===== config.mk =====
export PLATFORM = sky130hd
export DESIGN_NAME = keypad_alu_core_flat
export DESIGN_NICKNAME = d
export VERILOG_FILES = /design/src/rtl/keypad_alu_if.sv /design/src/rtl/keypad_alu_core.sv /design/src/flat_wrapper.sv
export SDC_FILE = /design/constraint.sdc
export NUM_CORES = 1
export LEC_CHECK = 0
export BUFFER_PORTS_ARGS = -buffer_cell sky130_fd_sc_hd__buf_2
export CAP_MARGIN = 10
export CORE_MARGIN = 2
export CORE_UTILIZATION = 48
export CTS_CLUSTER_SIZE = 12
export DETAILED_ROUTE_END_ITERATION = 8
export GPL_TIMING_DRIVEN = 0
export PLACE_DENSITY = 0.71
export SYNTH_ARGS = -nofsm -noshare
export SYNTH_HDL_FRONTEND = slang
export SYNTH_SLANG_ARGS = --single-unit

===== constraint.sdc =====
create_clock -name clk -period 5.8 [get_ports clk]
set_input_delay 0.29 -clock clk [delete_from_list [all_inputs] [get_ports clk]]
set_output_delay 0.29 -clock clk [all_outputs]
set_load 0.02 [all_outputs]

===== src/rtl/keypad_alu_if.sv =====
// Handshake and readout bundle between the keypad/command sources and keypad_alu_core.
// The master side drives keys, commands and the display read address; the slave side drives ready, result and flags.
interface keypad_alu_if #(
  parameter int WIDTH = 8,
  parameter int NREGS = 4
);
  localparam int AW = $clog2(NREGS);

  logic             key_valid;
  logic [3:0]       key_code;
  logic [AW-1:0]    key_dst;
  logic             key_ready;
  logic             cmd_valid;
  logic [2:0]       cmd_op;
  logic [AW-1:0]    cmd_a;
  logic [AW-1:0]    cmd_b;
  logic [AW-1:0]    cmd_d;
  logic             cmd_ready;
  logic [AW-1:0]    rd_addr;
  logic [WIDTH-1:0] rd_data;
  logic             res_valid;
  logic [WIDTH-1:0] res_data;
  logic             carry;
  logic             zero;
  logic             busy;

  modport master (
    output key_valid, key_code, key_dst, cmd_valid, cmd_op, cmd_a, cmd_b, cmd_d, rd_addr,
    input  key_ready, cmd_ready, rd_data, res_valid, res_data, carry, zero, busy
  );

  modport slave (
    input  key_valid, key_code, key_dst, cmd_valid, cmd_op, cmd_a, cmd_b, cmd_d, rd_addr,
    output key_ready, cmd_ready, rd_data, res_valid, res_data, carry, zero, busy
  );
endinterface


===== src/rtl/keypad_alu_core.sv =====
// Register file loaded digit-by-digit from a hex keypad, plus a handshaked register-to-register ALU.
// Define KALU_MUL_EN to make opcode 111 an unsigned multiply; otherwise it passes operand A through.
//
//   state  | meaning
//   S_IDLE | accepting commands (priority) or keypad digits
//   S_EXEC | ALU evaluates latched operands into result/flag registers
//   S_WB   | result pulse; result written to destination register
module keypad_alu_core #(
  parameter int WIDTH = 8,
  parameter int NREGS = 4
) (
  input  logic         clk,
  input  logic         reset,
  keypad_alu_if.slave  bus
);
  localparam int AW = $clog2(NREGS);

  typedef enum logic [1:0] {S_IDLE, S_EXEC, S_WB} state_t;

  state_t           state_q, state_d;
  logic [WIDTH-1:0] regs_q [NREGS];
  logic [WIDTH-1:0] regs_d [NREGS];
  logic [2:0]       op_q, op_d;
  logic [AW-1:0]    dst_q, dst_d;
  logic [WIDTH-1:0] opa_q, opa_d, opb_q, opb_d;
  logic [WIDTH-1:0] res_q, res_d;
  logic             carry_q, carry_d, zero_q, zero_d;

  logic [WIDTH-1:0] alu_res;
  logic             alu_carry;
  logic [WIDTH:0]   sum, diff;
`ifdef KALU_MUL_EN
  logic [2*WIDTH-1:0] prod;
`endif

  always_comb begin
    sum  = {1'b0, opa_q} + {1'b0, opb_q};
    // The extra top bit of the widened difference is the unsigned borrow.
    diff = {1'b0, opa_q} - {1'b0, opb_q};
`ifdef KALU_MUL_EN
    prod = {{WIDTH{1'b0}}, opa_q} * {{WIDTH{1'b0}}, opb_q};
`endif
    alu_res   = '0;
    alu_carry = 1'b0;
    case (op_q)
      3'b000: {alu_carry, alu_res} = sum;
      3'b001: {alu_carry, alu_res} = diff;
      3'b010: alu_res = opa_q & opb_q;
      3'b011: alu_res = opa_q | opb_q;
      3'b100: alu_res = opa_q ^ opb_q;
      3'b101: begin
        alu_res   = opa_q << 1;
        alu_carry = opa_q[WIDTH-1];
      end
      3'b110: begin
        alu_res   = opa_q >> 1;
        alu_carry = opa_q[0];
      end
      default: begin
`ifdef KALU_MUL_EN
        alu_res   = prod[WIDTH-1:0];
        alu_carry = |prod[2*WIDTH-1:WIDTH];
`else
        alu_res   = opa_q;
`endif
      end
    endcase
  end

  always_comb begin
    state_d = state_q;
    regs_d  = regs_q;
    op_d    = op_q;
    dst_d   = dst_q;
    opa_d   = opa_q;
    opb_d   = opb_q;
    res_d   = res_q;
    carry_d = carry_q;
    zero_d  = zero_q;
    case (state_q)
      S_IDLE: begin
        if (bus.cmd_valid) begin
          op_d    = bus.cmd_op;
          dst_d   = bus.cmd_d;
          opa_d   = regs_q[bus.cmd_a];
          opb_d   = regs_q[bus.cmd_b];
          state_d = S_EXEC;
        end else if (bus.key_valid) begin
          // Shift one hex digit in from the right; the top digit falls off.
          regs_d[bus.key_dst] = (regs_q[bus.key_dst] << 4) | WIDTH'(bus.key_code);
        end
      end
      S_EXEC: begin
        res_d   = alu_res;
        carry_d = alu_carry;
        zero_d  = (alu_res == '0);
        state_d = S_WB;
      end
      S_WB: begin
        regs_d[dst_q] = res_q;
        state_d       = S_IDLE;
      end
      default: state_d = S_IDLE;
    endcase
  end

  always_ff @(posedge clk) begin
    if (reset) begin
      state_q <= S_IDLE;
      for (int i = 0; i < NREGS; i++) regs_q[i] <= '0;
      op_q    <= '0;
      dst_q   <= '0;
      opa_q   <= '0;
      opb_q   <= '0;
      res_q   <= '0;
      carry_q <= 1'b0;
      zero_q  <= 1'b0;
    end else begin
      state_q <= state_d;
      regs_q  <= regs_d;
      op_q    <= op_d;
      dst_q   <= dst_d;
      opa_q   <= opa_d;
      opb_q   <= opb_d;
      res_q   <= res_d;
      carry_q <= carry_d;
      zero_q  <= zero_d;
    end
  end

  assign bus.cmd_ready = (state_q == S_IDLE);
  assign bus.key_ready = (state_q == S_IDLE) & ~bus.cmd_valid;
  assign bus.busy      = (state_q != S_IDLE);
  // A reset landing in WB suppresses the pulse along with the write.
  assign bus.res_valid = (state_q == S_WB) & ~reset;
  assign bus.res_data  = res_q;
  assign bus.carry     = carry_q;
  assign bus.zero      = zero_q;
  assign bus.rd_data   = regs_q[bus.rd_addr];
endmodule


===== src/flat_wrapper.sv =====
// flat-port wrapper written by rule: the top's interface ports become plain ports
module keypad_alu_core_flat 
#(
  parameter int WIDTH = 8,
  parameter int NREGS = 4
)
  (clk, reset, bus_key_valid, bus_key_code, bus_key_dst, bus_cmd_valid, bus_cmd_op, bus_cmd_a, bus_cmd_b, bus_cmd_d, bus_rd_addr, bus_key_ready, bus_cmd_ready, bus_rd_data, bus_res_valid, bus_res_data, bus_carry, bus_zero, bus_busy);
  keypad_alu_if #(.WIDTH(WIDTH), .NREGS(NREGS)) bus_i ();
  input  logic clk;
  input  logic reset;
  input wire logic [$bits(bus_i.key_valid)-1:0] bus_key_valid;
  input wire logic [$bits(bus_i.key_code)-1:0] bus_key_code;
  input wire logic [$bits(bus_i.key_dst)-1:0] bus_key_dst;
  input wire logic [$bits(bus_i.cmd_valid)-1:0] bus_cmd_valid;
  input wire logic [$bits(bus_i.cmd_op)-1:0] bus_cmd_op;
  input wire logic [$bits(bus_i.cmd_a)-1:0] bus_cmd_a;
  input wire logic [$bits(bus_i.cmd_b)-1:0] bus_cmd_b;
  input wire logic [$bits(bus_i.cmd_d)-1:0] bus_cmd_d;
  input wire logic [$bits(bus_i.rd_addr)-1:0] bus_rd_addr;
  output wire logic [$bits(bus_i.key_ready)-1:0] bus_key_ready;
  output wire logic [$bits(bus_i.cmd_ready)-1:0] bus_cmd_ready;
  output wire logic [$bits(bus_i.rd_data)-1:0] bus_rd_data;
  output wire logic [$bits(bus_i.res_valid)-1:0] bus_res_valid;
  output wire logic [$bits(bus_i.res_data)-1:0] bus_res_data;
  output wire logic [$bits(bus_i.carry)-1:0] bus_carry;
  output wire logic [$bits(bus_i.zero)-1:0] bus_zero;
  output wire logic [$bits(bus_i.busy)-1:0] bus_busy;
  assign bus_i.key_valid = bus_key_valid;
  assign bus_i.key_code = bus_key_code;
  assign bus_i.key_dst = bus_key_dst;
  assign bus_i.cmd_valid = bus_cmd_valid;
  assign bus_i.cmd_op = bus_cmd_op;
  assign bus_i.cmd_a = bus_cmd_a;
  assign bus_i.cmd_b = bus_cmd_b;
  assign bus_i.cmd_d = bus_cmd_d;
  assign bus_i.rd_addr = bus_rd_addr;
  assign bus_key_ready = bus_i.key_ready;
  assign bus_cmd_ready = bus_i.cmd_ready;
  assign bus_rd_data = bus_i.rd_data;
  assign bus_res_valid = bus_i.res_valid;
  assign bus_res_data = bus_i.res_data;
  assign bus_carry = bus_i.carry;
  assign bus_zero = bus_i.zero;
  assign bus_busy = bus_i.busy;
  keypad_alu_core #(.WIDTH(WIDTH), .NREGS(NREGS)) u_core (.clk(clk), .reset(reset), .bus(bus_i));
endmodule

# Word level (Yosys, flattened, before mapping)

Index checks and enable logic that the tools add are counted.

Flip-flop bits (word level): 65
Input bits: 21
Word-level logic and storage cells: 79

Add/sub/neg operators: 2
Magnitude comparators: 7
Eq/ne operators: 11
Muxes and demuxes: 25
Bitwise logic cells: 13
Reduce and logical (&&, ||, !) cells: 9

Operators with widths:

| kind                                                     | count |
|---|---|
| binary-select mux 8 bit (select 2 bit)                   | 4 |
| bitwise mux 32 bit                                       | 2 |
| 2-to-1 mux 32 bit                                        | 2 |
| 2-to-1 mux 8 bit                                         | 8 |
| one-hot mux 32 bit (2 select lines)                      | 1 |
| one-hot mux 8 bit (7 select lines)                       | 1 |
| demux 8 bit (select 2 bit)                               | 2 |
| greater-or-equal comparator 3 bit, second input constant | 5 |
| NOT 2 -> 3 bit                                           | 5 |
| adder 8 x 8 -> 9 bit                                     | 1 |
| == test 3 bit, second input constant                     | 3 |
| subtractor 8 x 8 -> 9 bit                                | 1 |
| AND 8 bit                                                | 1 |
| zero test 8 bit                                          | 1 |
| 2-to-1 mux 4 bit                                         | 2 |
| OR 8 x 4 -> 8 bit                                        | 1 |
| OR 8 bit                                                 | 1 |
| XOR 8 bit                                                | 1 |
| == test 3 x 2 -> 1 bit, second input constant            | 2 |
| < comparator 3 x 1 -> 1 bit, second input constant       | 2 |
| != test 2 bit, second input constant                     | 3 |
| one-hot mux 1 bit (4 select lines)                       | 1 |
| one-hot mux 2 bit (2 select lines)                       | 1 |
| nonzero test 2 bit                                       | 2 |
| 11 further kinds                                         | 14 |

# Depth between registers and ports, before layout

Gate-level depths: netlist of run 1.

Word-level depth: 9
Gate-level depth with buffers: 10
Gate-level depth less buffers: 10

# Worst setup path before layout of run 1

OpenSTA, ideal clock, no wires.

Path type: flip-flop to flip-flop
From: reg u_core.opb_q[0]
To: reg u_core.carry_q (netlist: u_core.bus.carry)
Library setup time: 0.134 ns
Data arrival time: 2.233 ns
Data required time: 5.666 ns
Slack: 3.433 ns
Cell stages (with the launch flop): 9
Period minus slack after synthesis: 2.367 ns
Cells stage by stage: dfxtp_1 -> ha_1 -> fa_1 -> a21o_1 -> a221o_1 -> a21o_1 -> a21o_1 -> a222oi_1 -> a211oi_1

Longest elaborated chain between the ends: 2
Elaborated cells between the ends (all ways): 3

RTL lines:

| what                                                              | line                                         | source |
|---|---|---|
| start, declared                                                   | keypad_alu_core.sv:25                        | `logic [WIDTH-1:0] opa_q, opa_d, opb_q, opb_d;` |
| start signal, assigned                                            | keypad_alu_core.sv:124                       | `opb_q <= opb_d;` |
| subtractor 8 x 8 -> 9 bit or adder 8 x 8 -> 9 bit (tied branches) | keypad_alu_core.sv:39, keypad_alu_core.sv:37 |  |
| one-hot mux 1 bit (4 select lines) *                              | keypad_alu_core.sv:45                        | `case (op_q)` |
| end signal, assigned                                              | keypad_alu_core.sv:126                       | `carry_q <= carry_d;` |
| end, declared                                                     | keypad_alu_core.sv:27                        | `logic carry_q, carry_d, zero_q, zero_d;` |

Mark *: on every way between the ends. The rest lies on a longest branch, timed or not.
A chain may end at the register's enable or synchronous reset.

# Final worst setup path of run 1

From: reg u_core.opa_q[5]
To: reg u_core.res_q[6] (netlist: u_core.bus.res_data[6])

Longest elaborated chain between the ends: 2
Elaborated cells between the ends (all ways): 3

RTL lines:

| what                                                              | line                                         | source |
|---|---|---|
| start, declared                                                   | keypad_alu_core.sv:25                        |  |
| start signal, assigned                                            | keypad_alu_core.sv:123                       | `opa_q <= opa_d;` |
| subtractor 8 x 8 -> 9 bit or adder 8 x 8 -> 9 bit (tied branches) | keypad_alu_core.sv:39, keypad_alu_core.sv:37 |  |
| one-hot mux 8 bit (7 select lines) *                              | keypad_alu_core.sv:45                        |  |
| end signal, assigned                                              | keypad_alu_core.sv:125                       | `res_q <= res_d;` |
| end, declared                                                     | keypad_alu_core.sv:26                        | `logic [WIDTH-1:0] res_q, res_d;` |

Marks and branches as above.

==> reports/results.ini, run 1 <==
[outcome]
run_status=complete, no violations

[routing]
wire_per_inst_um=18.7
first_pass_iters=5
avgViaCountPerCell=6.02
drtIter0Drc=261
ant_nets=0
vias=4348
wirelength_um=13500
drc=0

[timing]
timing.hold.ws_ns=0.173
tightest_slew_ns=0.991
setup_violations=0
slew_headroom_pct=33.8
fin_worst_skew_ns=0.00772
hold_viol_final=0
grt_setup_unrepaired=false
fin_crit_sh_pct=47.2
tns_ns=0
post-route-min-period_ns=2.74
drv_slew=0
fmax_mhz=365

[pwr]
intPower_uw=802
clkPwrFrac_pct=44.1
power_density_mw_per_mm2=214
ir_worst_vdd_mv=0.247
swShare_pct=26.7
power.total_uw=1090
leakage_uw=0.00193
combPwrFrac_pct=13.2
switching_power_uw=292
seq_power_share_pct=42.7

[clock_tree]
cts_resized=0
post_cts_buffers=0
cts_buffer_depth=2
cts_tree=yes
htreeDepth=3
cts_made_buffers=9
clock_tree.root_cell=clkbuf_8
cts_sinks=65
clk_pin_slew_ns=0.08
cts_hold_buf=0
insertion_delay_ns=0.35

[setup_path]
cp-end-kind=register
crit_start=u_core.opa_q[5]$_SDFFE_PP0P_
worstSetupStartpointType=register
reg2reg_from=u_core.opa_q[5]$_SDFFE_PP0P_
path_cells=inv_1 > ha_1 > clkbuf_1 > and3_1 > a221o_1 > a2111o_1 > o211ai_1 > or2_1 > a21oi_1
required_ns=6.01
path_class=reg -> reg
slowest_delay_ns=0.52
path_max_fanout=10
critical-path-slowest-cell=dfxtp_1
crit_arrival_ns=2.95

[synthesis]
yosys_warnings=0
netlist_instances=559
synth_edf_count=0
synthFlopType=dfxtp_1
netlist_area_sq_mm=0.00454
syn_area_per_cell_sq_um=8.12
synth_cell_types=62
synth_nets=606
yosys_register_bits=65
yosysSeqAreaShare_pct=28.7
async_flop_share_pct=0

[placement]
io_buffers=36
placed_cells=706
dp_hpwl_um=10500
globalplace.congestion=0.975

[global_routing]
antenna_found_initial=0
grt_pass1_wl_um=21600
overflow=0
grt_use_total_pct=27.4
grt_max_degree=13
grt_pass1_vias=4212

[floorplan]
rows=35
dieHeight_um=101
dieArea_sq_mm=0.0103
io_pins=43
core_area_sq_mm=0.00920
die_w_um=101
start_util_pct=49.4

[final_layout]
fin_cells=722
area_growth_pct=12.6
final_nets=653
diodes=0
drive_above_1_share_pct=16.0

[min_path]
hold_path_class=in -> reg
worstHoldStart=bus_cmd_op[2]

[run]
cap_violations=0

## area by class of cell
cell class / count / area (sq um)
Inverter: 26 / 97.6
Tap cell: 111 / 139
Clock inverter: 6 / 115
Multi-Input combinational cell: 431 / 2980
Timing Repair Buffer: 36 / 180
Fill cell: 916 / 4080
Clock buffer: 10 / 138
Buffer: 37 / 168
Sequential cell: 65 / 1300
## power by group through the flow
| stage | logic [uW] | clock network, uW | registers, uW |
|---|---|---|---|
| after detailed placement | 144 | 0 | 477 |
| after CTS | 144 | 487 | 467 |
| after global routing | 159 | 503 | 469 |
| final | 145 | 482 | 468 |
| after floorplan | 98.0 | 0 | 476 |
| after global placement | 142 | 0 | 477 |
## synthesized netlist by cell type (5+ instances only)
cell type | instances | area share [%]
o21ai_1 | 12 | 1.3
a22oi_1 | 33 | 5.5
clkbuf_1 | 19 | 1.6
buf_1 | 5 | 0.41
dfxtp_1 | 65 | 29
ha_1 | 24 | 6.6
buf_2 | 11 | 1.2
mux4_2 | 24 | 12
nor2b_1 | 5 | 0.69
nor2_1 | 87 | 7.2
o21ai_0 | 6 | 0.66
a21oi_1 | 69 | 7.6
inv_1 | 25 | 2.1
nand2_1 | 69 | 5.7
nor3_1 | 8 | 0.88
and3_1 | 7 | 0.96
a21o_1 | 6 | 0.99
a211oi_1 | 5 | 0.83
## per-layer routing
layer  wire length (um)  global-route usage (%)  up-vias
met5                  0                       0        -
met4                481                    12.6        0
met3                619                    3.11       37
met2               6770                    47.6      132
met1               5610                    34.0     2067
li1                   -                       -     2112
## cells in the final DEF (no fill, tap or decap), types with 8 or more instances in the layout
cell / netlist / routed
nor2_1: 87 / 87
nand2_1: 69 / 69
a21oi_1: 69 / 69
dfxtp_1: 65 / 65
buf_2: 11 / 47
a22oi_1: 33 / 33
inv_1: 25 / 25
mux4_2: 24 / 24
ha_1: 24 / 24
clkbuf_1: 19 / 19
o21ai_1: 12 / 12
clkbuf_8: 0 / 10
nor3_1: 8 / 8
## metrics by stage
| step | util, % | setup slack, ns | cell area (sq um) |
|---|---|---|---|
| after floorplan | - | 3.43 | 4540 |
| after global placement | 52.9 | 3.07 | 4860 |
| after detailed placement | 52.9 | 3.07 | 4860 |
| after CTS | 55.6 | 3.05 | 5110 |
| after global routing | 55.6 | 2.85 | 5110 |
| final | 55.6 | 3.06 | 5110 |
## path summary, 6_finish.rpt
| check | to | slack, ns | cells after the start |
|---|---|---|---|
| worst max-delay path | u_core.bus.res_data[6]$_SDFFE_PP0N_ | 3.06 | 9 |
| worst min-delay path | u_core.op_q[2]$_SDFFE_PP0P_ | 0.17 | 3 |
| worst max register to register | u_core.bus.res_data[6]$_SDFFE_PP0N_ | 3.06 | 9 |
| worst min register to register | u_core.bus.carry$_SDFFE_PP0N_ | 0.50 | 2 |
## flip-flops by register name, indices dropped and copies added, names as in the netlist
| signal | flops |
|---|---|
| u_core.regs_q | 32 |
| u_core.bus.res_data | 8 |
| u_core.opa_q | 8 |
| u_core.opb_q | 8 |
| u_core.op_q | 3 |
| u_core.dst_q | 2 |
| u_core.state_q | 2 |
| u_core.bus.carry | 1 |
| u_core.bus.zero | 1 |
## cells by family (layout without fill, tap and decap cells)
kind of cell    Yosys count  count (layout)  share of synthesized area [%]
simple gates            202             202                           19.4
buf+inv                  63             115                           5.84
flops                    65              65                           28.7
xor+xnor                  3               3                          0.579
compound gates          170             170                           24.7
fa+ha+maj                26              26                           7.49
mux                      30              30                           13.4
## worst max-delay path, delay by kind of cell, from the launching register on
kind | cells | cell delay, ns
AOI/OAI and AO/OA | 4 | 1.15
DFF | 1 | 0.52
and+or+nand+nor | 2 | 0.37
buffers and inverters | 2 | 0.30
adders and majority gates | 1 | 0.27
Power figures use the tool's default switching activity.
==> inputs of run 2 (changes only) <==
==> constraint.sdc (replaced) <==
create_clock -name clk -period 2.63 [get_ports clk]
set_input_delay 0.1315 -clock clk [delete_from_list [all_inputs] [get_ports clk]]
set_output_delay 0.1315 -clock clk [all_outputs]
set_load 0.02 [all_outputs]
==> run 2 against run 1 <==
Net effect: clock-buffer cell count stayed put; largest cell class unchanged; clock power is 120% higher; critical path depth is 1 lower; routed wire length is 0.48% higher.
==> reports/results.ini, run 2 (synthesis results as in run 1) <==
[setup_path]
critical-path-slowest-cell=a2111o_1
regToRegEndpoint=u_core.bus.res_data[6]$_SDFFE_PP0N_
worstRegToRegCells=8
cp-end-kind=register
critPathBufInv=0
critical_path.top_delay_family=compound AO/OA/AOI/OAI gates
reg2reg_from=u_core.opb_q[0]$_SDFFE_PP0P_
path_cells=ha_2 > fa_2 > a21o_1 > a221o_1 > a2111o_1 > o211ai_1 > or2_1 > a21oi_1
required_ns=2.84
r2r_slack_ns=0.08
slowest_delay_ns=0.42
crit_arrival_ns=2.76
worstSetupStartpointType=register
path_class=reg -> reg
path_max_fanout=4

[global_routing]
grt_use_total_pct=27.5
antenna_found_initial=0
grt_max_degree=13
grt_pass1_wl_um=21700
overflow=0
grt_pass1_vias=4221

[floorplan]
dieHeight_um=101
die_w_um=101
start_util_pct=49.4
dieArea_sq_mm=0.0103
core_area_sq_mm=0.00920
io_pins=43
rows=35

[routing]
avgViaCountPerCell=6.07
first_pass_iters=5
wirelength_um=13500
ant_nets=0
wire_per_inst_um=18.8
drc=0
vias=4374
drtIter0Drc=255

[pwr]
leakage_uw=0.00193
clkPwrFrac_pct=44.0
combPwrFrac_pct=13.3
swShare_pct=26.7
intPower_uw=1770
ir_worst_vdd_mv=0.544
power_density_mw_per_mm2=468
seq_power_share_pct=42.7
switching_power_uw=643

[min_path]
min_to=u_core.op_q[2]$_SDFFE_PP0P_
min_path_cells=3
hold_path_class=in -> reg
worstHoldStart=bus_cmd_op[2]

[timing]
fin_crit_sh_pct=97.0
post-route-min-period_ns=2.55
slew_headroom_pct=32.1
hold_viol_final=0
setup_violations=0
drv_slew=0
tightest_slew_ns=1.02
fin_worst_skew_ns=0.00746
fmax_mhz=392
grt_setup_unrepaired=false

[final_layout]
fin_cells=721
top_register=u_core.regs_q
layout_common_cells=nor2_1, nand2_1, a21oi_1, dfxtp_1, buf_2
largest_reg_flops=32
mostFrequentLayoutCell=nor2_1
final_nets=652
drive_above_1_share_pct=18.9
num-fill-cells=906
finalInstanceArea_sq_mm=0.00515
fin_util_pct=56.1
diodes=0
area_growth_pct=13.5

[placement]
placed_cells=706
postPlaceCellArea_sq_mm=0.00486
dp_hpwl_um=10500
globalplace.congestion=0.975
io_buffers=36

[clock_tree]
cts_buffer_depth=2
clk_pin_slew_ns=0.08
htreeDepth=3
cts_sinks=65
clock_tree.root_cell=clkbuf_8
insertion_delay_ns=0.34
cts_made_buffers=9
cts_tree=yes
cts_hold_buf=0

[run]
cap_violations=0

[outcome]
run_status=complete, no violations

## run 2: changes by cell type in the layout (fill, tap and decap cells not counted), moves of 2 or more
cell	previous run	this run
dfxtp_1	65	55
dfxtp_2	0	7
dfxtp_4	0	3
fa_1	2	0
fa_2	0	2
ha_1	24	21
ha_2	0	3
## run 2: worst max-delay path by stage
stage,startpoint,endpoint,slack (ns),cells past startpoint
finish,u_core.opb_q[0]$_SDFFE_PP0P_,u_core.bus.res_data[6]$_SDFFE_PP0N_,0.08,8
global route,u_core.opa_q[0]$_SDFFE_PP0P_,u_core.bus.res_data[6]$_SDFFE_PP0N_,0.005,8
CTS,u_core.opb_q[0]$_SDFFE_PP0P_,u_core.bus.res_data[6]$_SDFFE_PP0N_,-0.005,8
detailed placement,u_core.opa_q[5]$_SDFFE_PP0P_,u_core.bus.res_data[6]$_SDFFE_PP0N_,-0.1,9
global placement,u_core.opa_q[5]$_SDFFE_PP0P_,u_core.bus.res_data[6]$_SDFFE_PP0N_,-0.1,9
floorplan,u_core.opb_q[0]$_SDFFE_PP0P_,u_core.bus.carry$_SDFFE_PP0N_,0.26,8
## run 2: repair_timing
| item | CTS | global route |
|---|---|---|
| setup buffers | 0 | 0 |
| resized for setup | 7 | 13 |
| setup endpoints to repair | 5 | 5 |
| pin swaps | 2 | 7 |
## run 2: worst reg2reg max path: stages, from the launching register on
cell and delay, ns:
dfxtp_1 0.35, ha_2 0.23, fa_2 0.36, a21o_1 0.19, a221o_1 0.36, a2111o_1 0.42, o211ai_1 0.28, or2_1 0.16
a21oi_1 0.06
## run 2: cell type report
| type | count | area [sq um] | share of cell area (%) |
|---|---|---|---|
| multi-input combinational | 431 | 3000 | 58.2 |
| sequential | 65 | 1320 | 25.6 |
| timing repair buffer | 36 | 180 | 3.50 |
| buffer | 36 | 164 | 3.18 |
| tap | 111 | 139 | 2.69 |
| clock buffer | 10 | 138 | 2.67 |
| clock inverter | 6 | 115 | 2.23 |
| inverter | 26 | 97.6 | 1.89 |
## run 2: layer usage
layer | vias up | routed length [um] | global-route usage, % | part of all wire (%)
met5 | - | 0 | 0 | 0
met3 | 33 | 647 | 3.11 | 4.8
li1 | 2106 | - | - | -
met1 | 2078 | 5600 | 34.1 | 41
met2 | 157 | 6870 | 48.0 | 51
met4 | 0 | 433 | 12.2 | 3.2
## run 2: through the flow
| step | setup WS, ns | total power [uW] | hold WS [ns] | setup TNS, ns |
|---|---|---|---|---|
| 2_1_floorplan | 0.263 | 1270 | 0.216 | 0 |
| 3_3_place_gp | -0.0964 | 1370 | 0.377 | -0.158 |
| 3_5_place_dp | -0.0963 | 1370 | 0.383 | -0.160 |
| 4_1_cts | -0.00455 | 2420 | 0.0143 | -0.00455 |
| 5_1_grt | 0.00526 | 2490 | 0.0248 | 0 |
| 6_report | 0.0780 | 2410 | 0.0188 | 0 |
## run 2: power by group through the flow
stage	Combinational, uW	Clock (uW)	Sequential [uW]
2_1_floorplan	216	0	1050
3_3_place_gp	313	0	1050
3_5_place_dp	317	0	1050
4_1_cts	319	1070	1030
5_1_grt	352	1110	1030
6_report	321	1060	1030
==> inputs of run 3 (changes only) <==
--- a/config.mk
+++ b/config.mk
@@ -6,10 +6,8 @@
 export NUM_CORES = 1
 export LEC_CHECK = 0
 export BUFFER_PORTS_ARGS = -buffer_cell sky130_fd_sc_hd__buf_2
-export CAP_MARGIN = 10
 export CORE_MARGIN = 2
 export CORE_UTILIZATION = 48
-export CTS_CLUSTER_SIZE = 12
 export DETAILED_ROUTE_END_ITERATION = 8
 export GPL_TIMING_DRIVEN = 0
 export PLACE_DENSITY = 0.71
==> constraint.sdc (replaced) <==
create_clock -name clk -period 2.63 [get_ports clk]
set_input_delay 0.1315 -clock clk [delete_from_list [all_inputs] [get_ports clk]]
set_output_delay 0.1315 -clock clk [all_outputs]
set_load 0.1 [all_outputs]
==> run 3 against run 2 <==
Net effect: cell count increased by 0.28%; global-route usage decreased by 0.50 points; die area unchanged; final area increased by 0.80%; sequential share of layout area decreased by 0.23 points; sequential power about the same.
==> reports/results.ini, run 3 (synthesis results as in run 1) <==
[outcome]
run_status=complete, no violations

[pwr]
power.total_uw=2480
ir_worst_vdd_mv=0.374
power_density_mw_per_mm2=477
leakage_uw=0.00195

[placement]
placed_cells=706
dp_slack_ns=-0.0902
dp_hpwl_um=10300
postPlaceCellArea_sq_mm=0.00488
globalplace.congestion=1.01
io_buffers=36

[setup_path]
worstSetupStartpointType=register
crit_arrival_ns=2.76
path_max_fanout=5
cp-end-kind=register
required_ns=2.85
path_class=reg -> reg

[final_layout]
diodes=0
area_growth_pct=14.4
finalInstanceArea_sq_mm=0.00520
fin_util_pct=56.5
final_nets=654
largest_reg_flops=32
layout_common_cells=nor2_1, nand2_1, a21oi_1, dfxtp_1, buf_2
fin_cells=723
mostFrequentLayoutCell=nor2_1
top_register=u_core.regs_q
drive_above_1_share_pct=19.3

[timing]
setup_violations=0
slew_headroom_pct=51.7
tightest_slew_ns=0.720
fin_crit_sh_pct=96.7
post-route-min-period_ns=2.54
drv_slew=0
fin_worst_skew_ns=0.00657
fmax_mhz=393
worst_slack_ns=0.0866
grt_setup_unrepaired=true
hold_viol_final=0

[floorplan]
rows=35
dieArea_sq_mm=0.0103
io_pins=43
start_util_pct=49.4
die_w_um=101
core_area_sq_mm=0.00920
dieHeight_um=101

[routing]
drtIter0Drc=315
avgViaCountPerCell=6.15
ant_nets=0
first_pass_iters=5
drc=0
wirelength_um=13500
vias=4447
wire_per_inst_um=18.7

[global_routing]
grt_pass1_vias=4295
grt_util_met3_pct=3.59
grt_max_degree=12
grt_use_total_pct=27.0
top_usage_layer=met2
use_met1_pct=32.7
overflow=0
grt_pass1_wl_um=21400
use_met2_pct=45.5
antenna_found_initial=0

[clock_tree]
clk_pin_slew_ns=0.07
cts_buffer_depth=2
cts_sinks=65
cts_tree=yes
cts_made_buffers=9
htreeDepth=3
insertion_delay_ns=0.35
clock_tree.root_cell=clkbuf_8

[min_path]
hold_path_class=in -> reg

[run]
cap_violations=0

run 3: cell count changes in the layout (fill, tap and decap cells not counted), sizes merged:
cell / previous run / this run
buf: 54 / 56
clkbuf: 28 / 29
clkinv: 2 / 1
run 3: path summary, 6_finish.rpt:
path	cells after the start	slack, ns	endpoint	from
max	8	0.09	u_core.bus.carry$_SDFFE_PP0N_	u_core.opa_q[0]$_SDFFE_PP0P_
min	3	0.01	u_core.op_q[2]$_SDFFE_PP0P_	bus_cmd_op[2]
max reg2reg	8	0.09	u_core.bus.carry$_SDFFE_PP0N_	u_core.opa_q[0]$_SDFFE_PP0P_
min reg2reg	2	0.49	u_core.opb_q[5]$_SDFFE_PP0P_	u_core.opb_q[5]$_SDFFE_PP0P_
run 3: repair_timing:
item	in CTS	in global routing
setup endpoints to repair	3	11
resized for setup	3	18
buffers inserted	1	1
hold buffers	0	0
pin swaps	1	6
run 3: metal layers:
metal	routed length, um	part of all wire [%]	vias up
li1	-	-	2120
met1	5470	40	2052
met2	6540	48	221
met3	842	6.2	54
met4	646	4.8	0
met5	0	0	-
run 3: metrics by stage:
step / hold WS [ns] / setup TNS, ns
after CTS: 0.00987 / 0
after global placement: 0.378 / -0.174
after floorplan: 0.216 / 0
after global routing: 0.0116 / -0.0389
after detailed placement: 0.383 / -0.220
final: 0.0139 / 0
run 3: area by class of cell:
class,instances,area [sq um]
clock inverter,5,103
multi-input combinational,431,3040
clock buffer,11,141
timing repair buffer,38,195
sequential,65,1320
buffer,36,164
inverter,26,97.6
tap,111,139
fill,882,4000
run 3: where the power goes:
group / switching, uW / internal [uW]
clock: 397 / 654
combinational: 286 / 110
sequential: 29.4 / 1000
total: 712 / 1770
run 3: worst max-delay path, cell delays in order (launching register included):
cell and delay (ns):
dfxtp_4 0.38, ha_4 0.17, fa_2 0.38, a21o_1 0.22, a221o_1 0.37, a21o_1 0.20, a21o_1 0.18, a222oi_1 0.39
a211oi_1 0.13
